[src/rtl/mem_access_unit_if.sv]
// Bundle of the pipeline request/response handshake and the data-memory port
// seen by mem_access_unit.
//
// Handshake: a request transfers on a rising clk edge where req_valid and
// req_ready are both high; req_ready is high only while the unit is idle and
// req_valid is ignored otherwise. Completion is a single-cycle resp_valid
// pulse with no back-pressure; resp_rdata/resp_err stay stable until the
// next response or reset.
interface mem_access_unit_if #(
  parameter int ADDR_W = 32
);
  logic              req_valid;
  logic              req_ready;
  logic [ADDR_W-1:0] req_addr;
  logic [31:0]       req_wdata;
  logic [1:0]        req_size;
  logic              req_rw;
  logic              req_signed;
  logic              resp_valid;
  logic [31:0]       resp_rdata;
  logic              resp_err;
  logic              busy;
  logic [ADDR_W-1:0] mem_A;
  logic [31:0]       mem_DI;
  logic [31:0]       mem_DO;
  logic [1:0]        mem_Size;
  logic              mem_RW;
  logic              mem_E;

  // View of the load/store unit itself
  modport slave (
    input  req_valid, req_addr, req_wdata, req_size, req_rw, req_signed, mem_DO,
    output req_ready, resp_valid, resp_rdata, resp_err, busy,
           mem_A, mem_DI, mem_Size, mem_RW, mem_E
  );

  // View of the environment: pipeline MEM stage plus data memory
  modport master (
    output req_valid, req_addr, req_wdata, req_size, req_rw, req_signed, mem_DO,
    input  req_ready, resp_valid, resp_rdata, resp_err, busy,
           mem_A, mem_DI, mem_Size, mem_RW, mem_E
  );
endinterface

[src/rtl/mem_access_unit.sv]
// Load/store sequencer in front of a big-endian byte-addressed data memory.
// Aligned accesses use one memory cycle; misaligned halfwords/words are split
// into byte beats, most significant byte first. Loads are assembled and
// zero/sign-extended; illegal size or out-of-range accesses answer with an
// error and never touch the memory.
module mem_access_unit #(
  parameter int MEM_BYTES = 256,
  parameter int ADDR_W    = 32
) (
  input  logic             clk,
  input  logic             rst_n,
  mem_access_unit_if.slave bus,
  output logic [1:0]       state_dbg_o
);

  typedef enum logic [1:0] {IDLE = 2'd0, ACCESS = 2'd1, RESP = 2'd2, ERR = 2'd3} state_e;

  localparam logic [ADDR_W:0] LAST_ADDR = (ADDR_W + 1)'(MEM_BYTES - 1);

  state_e            state_q, state_d;
  logic [ADDR_W-1:0] addr_q, addr_d;
  logic [31:0]       wdata_q, wdata_d;
  logic [1:0]        size_q, size_d;
  logic              rw_q, rw_d;
  logic              signed_q, signed_d;
  logic              split_q, split_d;
  logic [1:0]        beat_q, beat_d;
  logic [1:0]        last_q, last_d;
  logic [31:0]       asm_q, asm_d;
  logic [31:0]       rdata_q, rdata_d;
  logic              err_q, err_d;

  logic [2:0]        req_nbytes;
  logic              req_misaligned;
  logic [ADDR_W:0]   req_end;
  logic              req_bad;
  logic [31:0]       asm_next;
  logic [4:0]        byte_shift;

  function automatic logic [31:0] extend(input logic [31:0] v, input logic [1:0] sz,
                                         input logic sg);
    logic [31:0] r;
    case (sz)
      2'b00:   r = {{24{sg & v[7]}}, v[7:0]};
      2'b01:   r = {{16{sg & v[15]}}, v[15:0]};
      default: r = v;
    endcase
    return r;
  endfunction

  // Decode the live request: byte count, alignment and range check. The end
  // address is computed one bit wider so address wrap-around reads as out of range.
  always_comb begin
    req_nbytes     = 3'd1;
    req_misaligned = 1'b0;
    case (bus.req_size)
      2'b01: begin
        req_nbytes     = 3'd2;
        req_misaligned = bus.req_addr[0];
      end
      2'b10: begin
        req_nbytes     = 3'd4;
        req_misaligned = |bus.req_addr[1:0];
      end
      default: ;
    endcase
    req_end = {1'b0, bus.req_addr} + (ADDR_W + 1)'(req_nbytes) - (ADDR_W + 1)'(1);
    req_bad = (bus.req_size == 2'b11) || (req_end > LAST_ADDR);
  end

  // Split beats shift one byte into the assembly register; aligned beats take the whole word.
  assign asm_next   = split_q ? {asm_q[23:0], bus.mem_DO[7:0]} : bus.mem_DO;
  // Beat k of a split store carries the k-th byte counted from the MSB of the right-justified data.
  assign byte_shift = {last_q - beat_q, 3'b000};

  // Next-state and memory-port logic; memory port sits at zero outside ACCESS.
  always_comb begin
    state_d      = state_q;
    addr_d       = addr_q;
    wdata_d      = wdata_q;
    size_d       = size_q;
    rw_d         = rw_q;
    signed_d     = signed_q;
    split_d      = split_q;
    beat_d       = beat_q;
    last_d       = last_q;
    asm_d        = asm_q;
    rdata_d      = rdata_q;
    err_d        = err_q;
    bus.mem_A    = '0;
    bus.mem_DI   = '0;
    bus.mem_Size = 2'b00;
    bus.mem_RW   = 1'b0;
    bus.mem_E    = 1'b0;
    case (state_q)
      IDLE: begin
        if (bus.req_valid) begin
          addr_d   = bus.req_addr;
          wdata_d  = bus.req_wdata;
          size_d   = bus.req_size;
          rw_d     = bus.req_rw;
          signed_d = bus.req_signed;
          split_d  = req_misaligned;
          last_d   = req_misaligned ? 2'(req_nbytes - 3'd1) : 2'd0;
          beat_d   = 2'd0;
          asm_d    = '0;
          if (req_bad) begin
            state_d = ERR;
            rdata_d = '0;
            err_d   = 1'b1;
          end else begin
            state_d = ACCESS;
          end
        end
      end
      ACCESS: begin
        bus.mem_A  = addr_q + ADDR_W'(beat_q);
        bus.mem_RW = rw_q;
        bus.mem_E  = rw_q;
        if (split_q) begin
          bus.mem_Size = 2'b00;
          bus.mem_DI   = {24'd0, 8'(wdata_q >> byte_shift)};
        end else begin
          bus.mem_Size = size_q;
          case (size_q)
            2'b00:   bus.mem_DI = {24'd0, wdata_q[7:0]};
            2'b01:   bus.mem_DI = {16'd0, wdata_q[15:0]};
            default: bus.mem_DI = wdata_q;
          endcase
        end
        if (!rw_q) asm_d = asm_next;
        if (beat_q == last_q) begin
          state_d = RESP;
          rdata_d = rw_q ? 32'd0 : extend(asm_next, size_q, signed_q);
          err_d   = 1'b0;
        end else begin
          beat_d = beat_q + 2'd1;
        end
      end
      RESP:    state_d = IDLE;
      ERR:     state_d = IDLE;
      default: state_d = IDLE;
    endcase
  end

  // State and request/assembly/response registers with synchronous reset.
  always_ff @(posedge clk) begin
    if (!rst_n) begin
      state_q  <= IDLE;
      addr_q   <= '0;
      wdata_q  <= '0;
      size_q   <= 2'b00;
      rw_q     <= 1'b0;
      signed_q <= 1'b0;
      split_q  <= 1'b0;
      beat_q   <= 2'd0;
      last_q   <= 2'd0;
      asm_q    <= '0;
      rdata_q  <= '0;
      err_q    <= 1'b0;
    end else begin
      state_q  <= state_d;
      addr_q   <= addr_d;
      wdata_q  <= wdata_d;
      size_q   <= size_d;
      rw_q     <= rw_d;
      signed_q <= signed_d;
      split_q  <= split_d;
      beat_q   <= beat_d;
      last_q   <= last_d;
      asm_q    <= asm_d;
      rdata_q  <= rdata_d;
      err_q    <= err_d;
    end
  end

  assign bus.req_ready  = (state_q == IDLE);
  assign bus.busy       = (state_q != IDLE);
  assign bus.resp_valid = (state_q == RESP) || (state_q == ERR);
  assign bus.resp_rdata = rdata_q;
  assign bus.resp_err   = err_q;
  assign state_dbg_o    = state_q;

endmodule

[src/flat_wrapper.sv]
// flat-port wrapper written by rule: the top's interface ports become plain ports
module mem_access_unit_flat 
#(
  parameter int MEM_BYTES = 256,
  parameter int ADDR_W    = 32
)
  (clk, rst_n, state_dbg_o, bus_req_valid, bus_req_addr, bus_req_wdata, bus_req_size, bus_req_rw, bus_req_signed, bus_mem_DO, bus_req_ready, bus_resp_valid, bus_resp_rdata, bus_resp_err, bus_busy, bus_mem_A, bus_mem_DI, bus_mem_Size, bus_mem_RW, bus_mem_E);
  mem_access_unit_if #(.ADDR_W(ADDR_W)) bus_i ();
  input  logic clk;
  input  logic rst_n;
  output logic [1:0] state_dbg_o;
  input wire logic [$bits(bus_i.req_valid)-1:0] bus_req_valid;
  input wire logic [$bits(bus_i.req_addr)-1:0] bus_req_addr;
  input wire logic [$bits(bus_i.req_wdata)-1:0] bus_req_wdata;
  input wire logic [$bits(bus_i.req_size)-1:0] bus_req_size;
  input wire logic [$bits(bus_i.req_rw)-1:0] bus_req_rw;
  input wire logic [$bits(bus_i.req_signed)-1:0] bus_req_signed;
  input wire logic [$bits(bus_i.mem_DO)-1:0] bus_mem_DO;
  output wire logic [$bits(bus_i.req_ready)-1:0] bus_req_ready;
  output wire logic [$bits(bus_i.resp_valid)-1:0] bus_resp_valid;
  output wire logic [$bits(bus_i.resp_rdata)-1:0] bus_resp_rdata;
  output wire logic [$bits(bus_i.resp_err)-1:0] bus_resp_err;
  output wire logic [$bits(bus_i.busy)-1:0] bus_busy;
  output wire logic [$bits(bus_i.mem_A)-1:0] bus_mem_A;
  output wire logic [$bits(bus_i.mem_DI)-1:0] bus_mem_DI;
  output wire logic [$bits(bus_i.mem_Size)-1:0] bus_mem_Size;
  output wire logic [$bits(bus_i.mem_RW)-1:0] bus_mem_RW;
  output wire logic [$bits(bus_i.mem_E)-1:0] bus_mem_E;
  assign bus_i.req_valid = bus_req_valid;
  assign bus_i.req_addr = bus_req_addr;
  assign bus_i.req_wdata = bus_req_wdata;
  assign bus_i.req_size = bus_req_size;
  assign bus_i.req_rw = bus_req_rw;
  assign bus_i.req_signed = bus_req_signed;
  assign bus_i.mem_DO = bus_mem_DO;
  assign bus_req_ready = bus_i.req_ready;
  assign bus_resp_valid = bus_i.resp_valid;
  assign bus_resp_rdata = bus_i.resp_rdata;
  assign bus_resp_err = bus_i.resp_err;
  assign bus_busy = bus_i.busy;
  assign bus_mem_A = bus_i.mem_A;
  assign bus_mem_DI = bus_i.mem_DI;
  assign bus_mem_Size = bus_i.mem_Size;
  assign bus_mem_RW = bus_i.mem_RW;
  assign bus_mem_E = bus_i.mem_E;
  mem_access_unit #(.MEM_BYTES(MEM_BYTES), .ADDR_W(ADDR_W)) u_core (.clk(clk), .rst_n(rst_n), .bus(bus_i), .state_dbg_o(state_dbg_o));
endmodule
[config.mk]
export PLATFORM = sky130hd
export DESIGN_NAME = mem_access_unit_flat
export DESIGN_NICKNAME = d
export VERILOG_FILES = /design/src/rtl/mem_access_unit_if.sv /design/src/rtl/mem_access_unit.sv /design/src/flat_wrapper.sv
export SDC_FILE = /design/constraint.sdc
export NUM_CORES = 1
export LEC_CHECK = 0
export CELL_PAD_IN_SITES_DETAIL_PLACEMENT = 2
export CELL_PAD_IN_SITES_GLOBAL_PLACEMENT = 2
export CORE_MARGIN = 10
export CORE_UTILIZATION = 32
export CTS_BUF_LIST = sky130_fd_sc_hd__clkbuf_4 sky130_fd_sc_hd__clkbuf_8
export CTS_CLUSTER_DIAMETER = 50
export CTS_CLUSTER_SIZE = 28
export DETAILED_ROUTE_END_ITERATION = 10
export GPL_TIMING_DRIVEN = 0
export PLACE_DENSITY_LB_ADDON = 0.1
export SYNTH_ARGS = -nofsm -noshare
export SYNTH_HDL_FRONTEND = slang
export SYNTH_SLANG_ARGS = --single-unit
[constraint.sdc]
create_clock -name clk -period 14.1 [get_ports clk]
set_input_delay 4.23 -clock clk [delete_from_list [all_inputs] [get_ports clk]]
set_output_delay 4.23 -clock clk [all_outputs]
set_load 0.005 [all_outputs]
After elaboration in Yosys (flattened, before gate mapping)
Index checks and enable logic that the tools add are counted.
{ "word_totals": {"regBits": 132, "latchBits": 0, "mem_bits_rw": 0, "rom_bits": 0, "in_bits": 103, "out_inout_bits": 106, "word_cells": 79, "n_memories": 0} }
{ "op_classes": {"n_addsub": 6, "multipliers": 0, "div": 0, "magnitude_cmp": 1, "eq_ne": 13, "shifts": 1, "muxes": 31, "n_bitwise": 2, "n_reduce_logical": 13} }
{ "ops": {"columns": ["cell", "n"], "rows": [
  ["$mux 32", 8],
  ["$pmux 32 s2", 3],
  ["$mux 24", 2],
  ["$pmux 24 s2", 1],
  ["$add 32x3->33", 1],
  ["$gt 33x8->1 const B", 1],
  ["$sub 33x1->33 const B", 1],
  ["$add 32x2->32", 1],
  ["$shr 32x5->8", 1],
  ["$mux 2", 8],
  ["$eq 2x2->1 const B", 4],
  ["$eq 2x1->1 const B", 3],
  ["$ne 2x2->1 const B", 3],
  ["$pmux 2 s3", 1],
  ["$pmux 3 s2", 1],
  ["$reduce_and 3->1", 2],
  ["$logic_not 2->1", 2],
  ["$mux 1", 4],
  ["$ne 2x1->1 const B", 2],
  ["$pmux 1 s2", 2],
  ["$pmux 2 s2", 1],
  ["$reduce_and 2->1", 2],
  ["$reduce_and 4->1", 1],
  ["$reduce_bool 2->1", 2],
  ["7 further kinds", 10]
]} }

Logic depth before layout (Yosys ltp)
{ "logic_depth": {"ltp_word": 9, "depth_mapped": 19, "depth_no_buf": 18} }

Least setup slack after synthesis
Ideal clock, no wire load.
{ "synth_timing": {"kind": "register -> output", "from": "reg u_core.last_q[0]", "to": "out bus_mem_DI[0]", "t_arrival_ns": 3.772, "required_ns": 9.870, "path_slack_ns": 6.098, "path_stages_with_launch": 11, "path_buffers": 4, "cell_sequence": "dfxtp_1 clkbuf_1 buf_1 clkbuf_1 buf_1 inv_1 ha_1 xnor2_1 mux4_2 mux2i_1 nor2_1"} }
{ "synth_via": {"elab_chain_len": 4} }
{ "synth_lines": {"columns": ["item", "line_no", "text"], "rows": [
  ["start, declared", "mem_access_unit.sv:28", "logic [1:0] last_q, last_d;"],
  ["start signal, assigned", "mem_access_unit.sv:170", "last_q <= last_d;"],
  ["$sub 2x2->2", "mem_access_unit.sv:74", "assign byte_shift = {last_q - beat_q, 3'b000};"],
  ["$shr 32x5->8", "mem_access_unit.sv:122", "bus.mem_DI = {24'd0, 8'(wdata_q >> byte_shift)};"],
  ["$mux 32", "mem_access_unit.sv:120", "if (split_q) begin"],
  ["$mux 32", "mem_access_unit.sv:95", "case (state_q)"],
  ["end, declared", "flat_wrapper.sv:25", "output wire logic [$bits(bus_i.mem_DI)-1:0] bus_mem_DI;"]
]} }
No other way between the ends.

Worst setup path in the final report
{ "layout_timing": {"from": "reg u_core.last_q[0]", "to": "out bus_mem_DI[5]"} }
The elaborated chain is that of the path after synthesis.

==> out/qor.txt <==
Outcome: complete, no violations
Pre-Repair DR Iteration Count: 5
Internal power: 625.4 µW
Cells on worst reg2reg path: 12
Die area: 34840 µm²
Slew margin rel.: 0.3326
Core area: 27180 µm²
Hold Path Stages: 2
Critical Path Stages: 11
Nets@finish: 1530
Leakage: 4.231 nW
Share of the synthesized area in the top cell type: 0.2950
Final setup fails: 0
Post-Syn Instances: 1156
Worst hold path class: reg -> reg
Antenna Nets Post-Route: 0
Launching element type of the critical path: flop
Synthesized area: 8889 µm²
Critical path arrival: 5.70 ns
Clock Skews: 0.01995 ns
R2R Setup Slk: 8.47 ns
Yosys warnings: 0
Delay-heaviest family, CP: buffers and inverters
Crit path buffers/inverters: 6
Psw: 366.1 µW
Post-synth top cells: nand2_1, dfxtp_1, a21boi_0
Post-synth EDFFs: 0
Global route total overflow: 0
Skew-Pair Late Insertion Delay: 0.47 ns
Worst Tran Pin Value: 0.9951 ns
Worst ir drop on vdd: 0.03773 mV
Vias: 9407
Largest area contributor in the netlist: dfxtp_1
Postcts setup bufs: 0
Largest net degree at the start of global routing: 17
I/O Buffers: 208
CP endpoint: bus_mem_DI[5]
Final Hold Fails: 0
Clock Path Buffers: 2
Initial antenna violation count: 1
Pwr/cell area: 83.74 nW/µm²
Largest stage delay on the critical path: 0.75 ns
Worst r2r src: u_core.last_q[0]
CTS tree: done
Hpwl dp: 30.54 mm
Worst Path Required: 9.87 ns
Total power: 991.6 µW
Die height: 186.7 µm
Layout cells sized above 1: 0.06304
Final hold slack: 0.4696 ns
Critical Path Start: u_core.last_q[0]
IO Pins: 209
Fin. max-slew vios: 0
# DRC: 0
First-pass GRT wire length: 60.10 mm
Setup TNS: 0 ns
Die Width: 186.7 µm
Synth top area cells: dfxtp_1, nand2_1, a21boi_0
Combinational Power Share: 0.261
Routed WL: 38.51 mm
Max-cap violations: 0
Routability cong.: 0.8469
Yosys reg bits: 131
Asr flop ratio synth: 0
Root Buffer: clkbuf_8
CP Capture Type: output port
Initial DRC count: 447
Core Rows: 60
Register area share after synthesis: 0.2950
Seq pwr share: 0.407
Syn Area/Cell: 7.689 µm²
Final Cycle Share: 0.7042
Critical path type: reg -> out
Cells along the critical path: clkbuf_1 > buf_1 > clkbuf_1 > buf_1 > inv_1 > ha_1 > xnor2_2 > mux4_2 > mux2i_1 > nor2_1 > clkdlybuf4s50_1
Synth cell types: 69
Reg-to-Reg End: u_core.bus.resp_rdata[14]
Main flop type after synthesis: dfxtp_1
Crit path time final: 9.929 ns
Clock Pin Slew Worst Setup and Hold Paths: 0.10 ns
Via count of the first global-routing pass: 10289
Total global-route track usage: 0.2137
Hold path startpoint: u_core.bus.resp_rdata[19]
Sw Share: 0.3692
Area Growth Syn to Fin: 33.22%
CP Max Fanout: 10
Post-CTS Hold Fix Bufs: 0
CTS sink cnt: 131
Synthesized net count: 1303
CP max-delay cell: buf_1
Clock share of power: 0.332
Most common cell in the netlist: nand2_1
Deepest level of the CTS H-tree: 4
DR vias/cell: 5.315
RSZ-0062 raised after global routing: false
Initial Util: 0.3271
Wirelength per Cell: 21.76 µm
Inserted Clock Buffers: 17
Fmax: 100.7 MHz
Cts repair resizes: 0
[how the worst min path moves through the flow]
stage | endpoint
after floorplan | u_core.asm_q[0]
after global placement | u_core.asm_q[2]
after detailed placement | u_core.bus.resp_rdata[29]
after CTS | u_core.bus.resp_rdata[29]
after global routing | u_core.asm_q[5]
final | u_core.bus.resp_rdata[19]
[logic make-up (layout without fill, tap and decap cells)]
| group | after synthesis | in the layout | share of synthesized area |
|---|---|---|---|
| simple gates | 476 | 476 | 0.2483 |
| compound gates | 292 | 292 | 0.2318 |
| flops | 131 | 131 | 0.2950 |
| buf+inv | 130 | 370 | 0.05954 |
| mux | 47 | 47 | 0.06616 |
| fa+ha+maj | 44 | 44 | 0.06363 |
| xor+xnor | 36 | 36 | 0.03547 |
| other cells | 0 | 2 | 0 |
[through the flow]
stage	setup WS (ns)	cell area [µm²]	util	std cells
6_report	4.171	11840	0.4357	1770
5_1_grt	3.802	11840	0.4356	1769
2_1_floorplan	6.098	8889	-	1156
4_1_cts	4.124	11840	0.4355	1768
3_5_place_dp	4.674	11440	0.4211	1736
3_3_place_gp	4.324	11440	0.4208	1736
[state kept, by name, indices dropped and copies added (netlist names)]
signal,flops
u_core.addr_q,32
u_core.bus.resp_rdata,32
u_core.wdata_q,32
u_core.asm_q,24
u_core.beat_q,2
u_core.last_q,2
u_core.size_q,2
u_core.state_dbg_o,2
u_core.bus.resp_err,1
u_core.rw_q,1
u_core.signed_q,1
[per-layer routing]
layer  share of wire  global-route usage  vias to the layer above
met1            0.43              0.2495                     4693
li1                -                   -                     4504
met4           0.021             0.06576                        0
met3           0.031             0.02849                       31
met2            0.51              0.3936                      179
met5               0                   0                        -
[worst register-to-register path, cell delays in order (launching register included)]
cell	delay (ns)
dfxtp_1	0.33
clkbuf_1	0.45
buf_1	0.54
clkbuf_1	0.64
buf_1	0.75
inv_1	0.20
ha_1	0.34
clkbuf_1	0.53
nand2_1	0.22
nor2_1	0.68
clkbuf_1	0.48
o2111ai_1	0.26
o221ai_1	0.15
[power groups by stage]
stage	registers, mW	clock network [mW]	logic [mW]
floorplan	0.406	0	0.152
global placement	0.411	0	0.249
detailed placement	0.412	0	0.257
CTS	0.403	0.337	0.260
global route	0.406	0.350	0.286
finish	0.403	0.329	0.259
[cell type report]
type	count	area [µm²]
Tap cell	372	465.4
Clock inverter	15	158.9
Inverter	55	206.4
Clock buffer	17	234.0
Antenna cell	2	5.005
Fill cell	3187	15330
Multi-Input combinational cell	895	5744
Timing Repair Buffer	208	2082
Buffer	75	322.8
Sequential cell	131	2623
[layout by cell type (no fill, tap or decap), types with 20 or more instances in the layout]
cell type,n
nand3_1,51
a21boi_0,78
nor2b_1,28
dfxtp_1,131
ha_1,42
clkdlybuf4s50_1,208
mux2i_1,25
and2_1,35
nor2_1,68
xor2_1,20
inv_1,55
a21oi_1,54
nand2_1,223
clkbuf_1,56
Note: power is estimated with default switching activity, not from simulation.
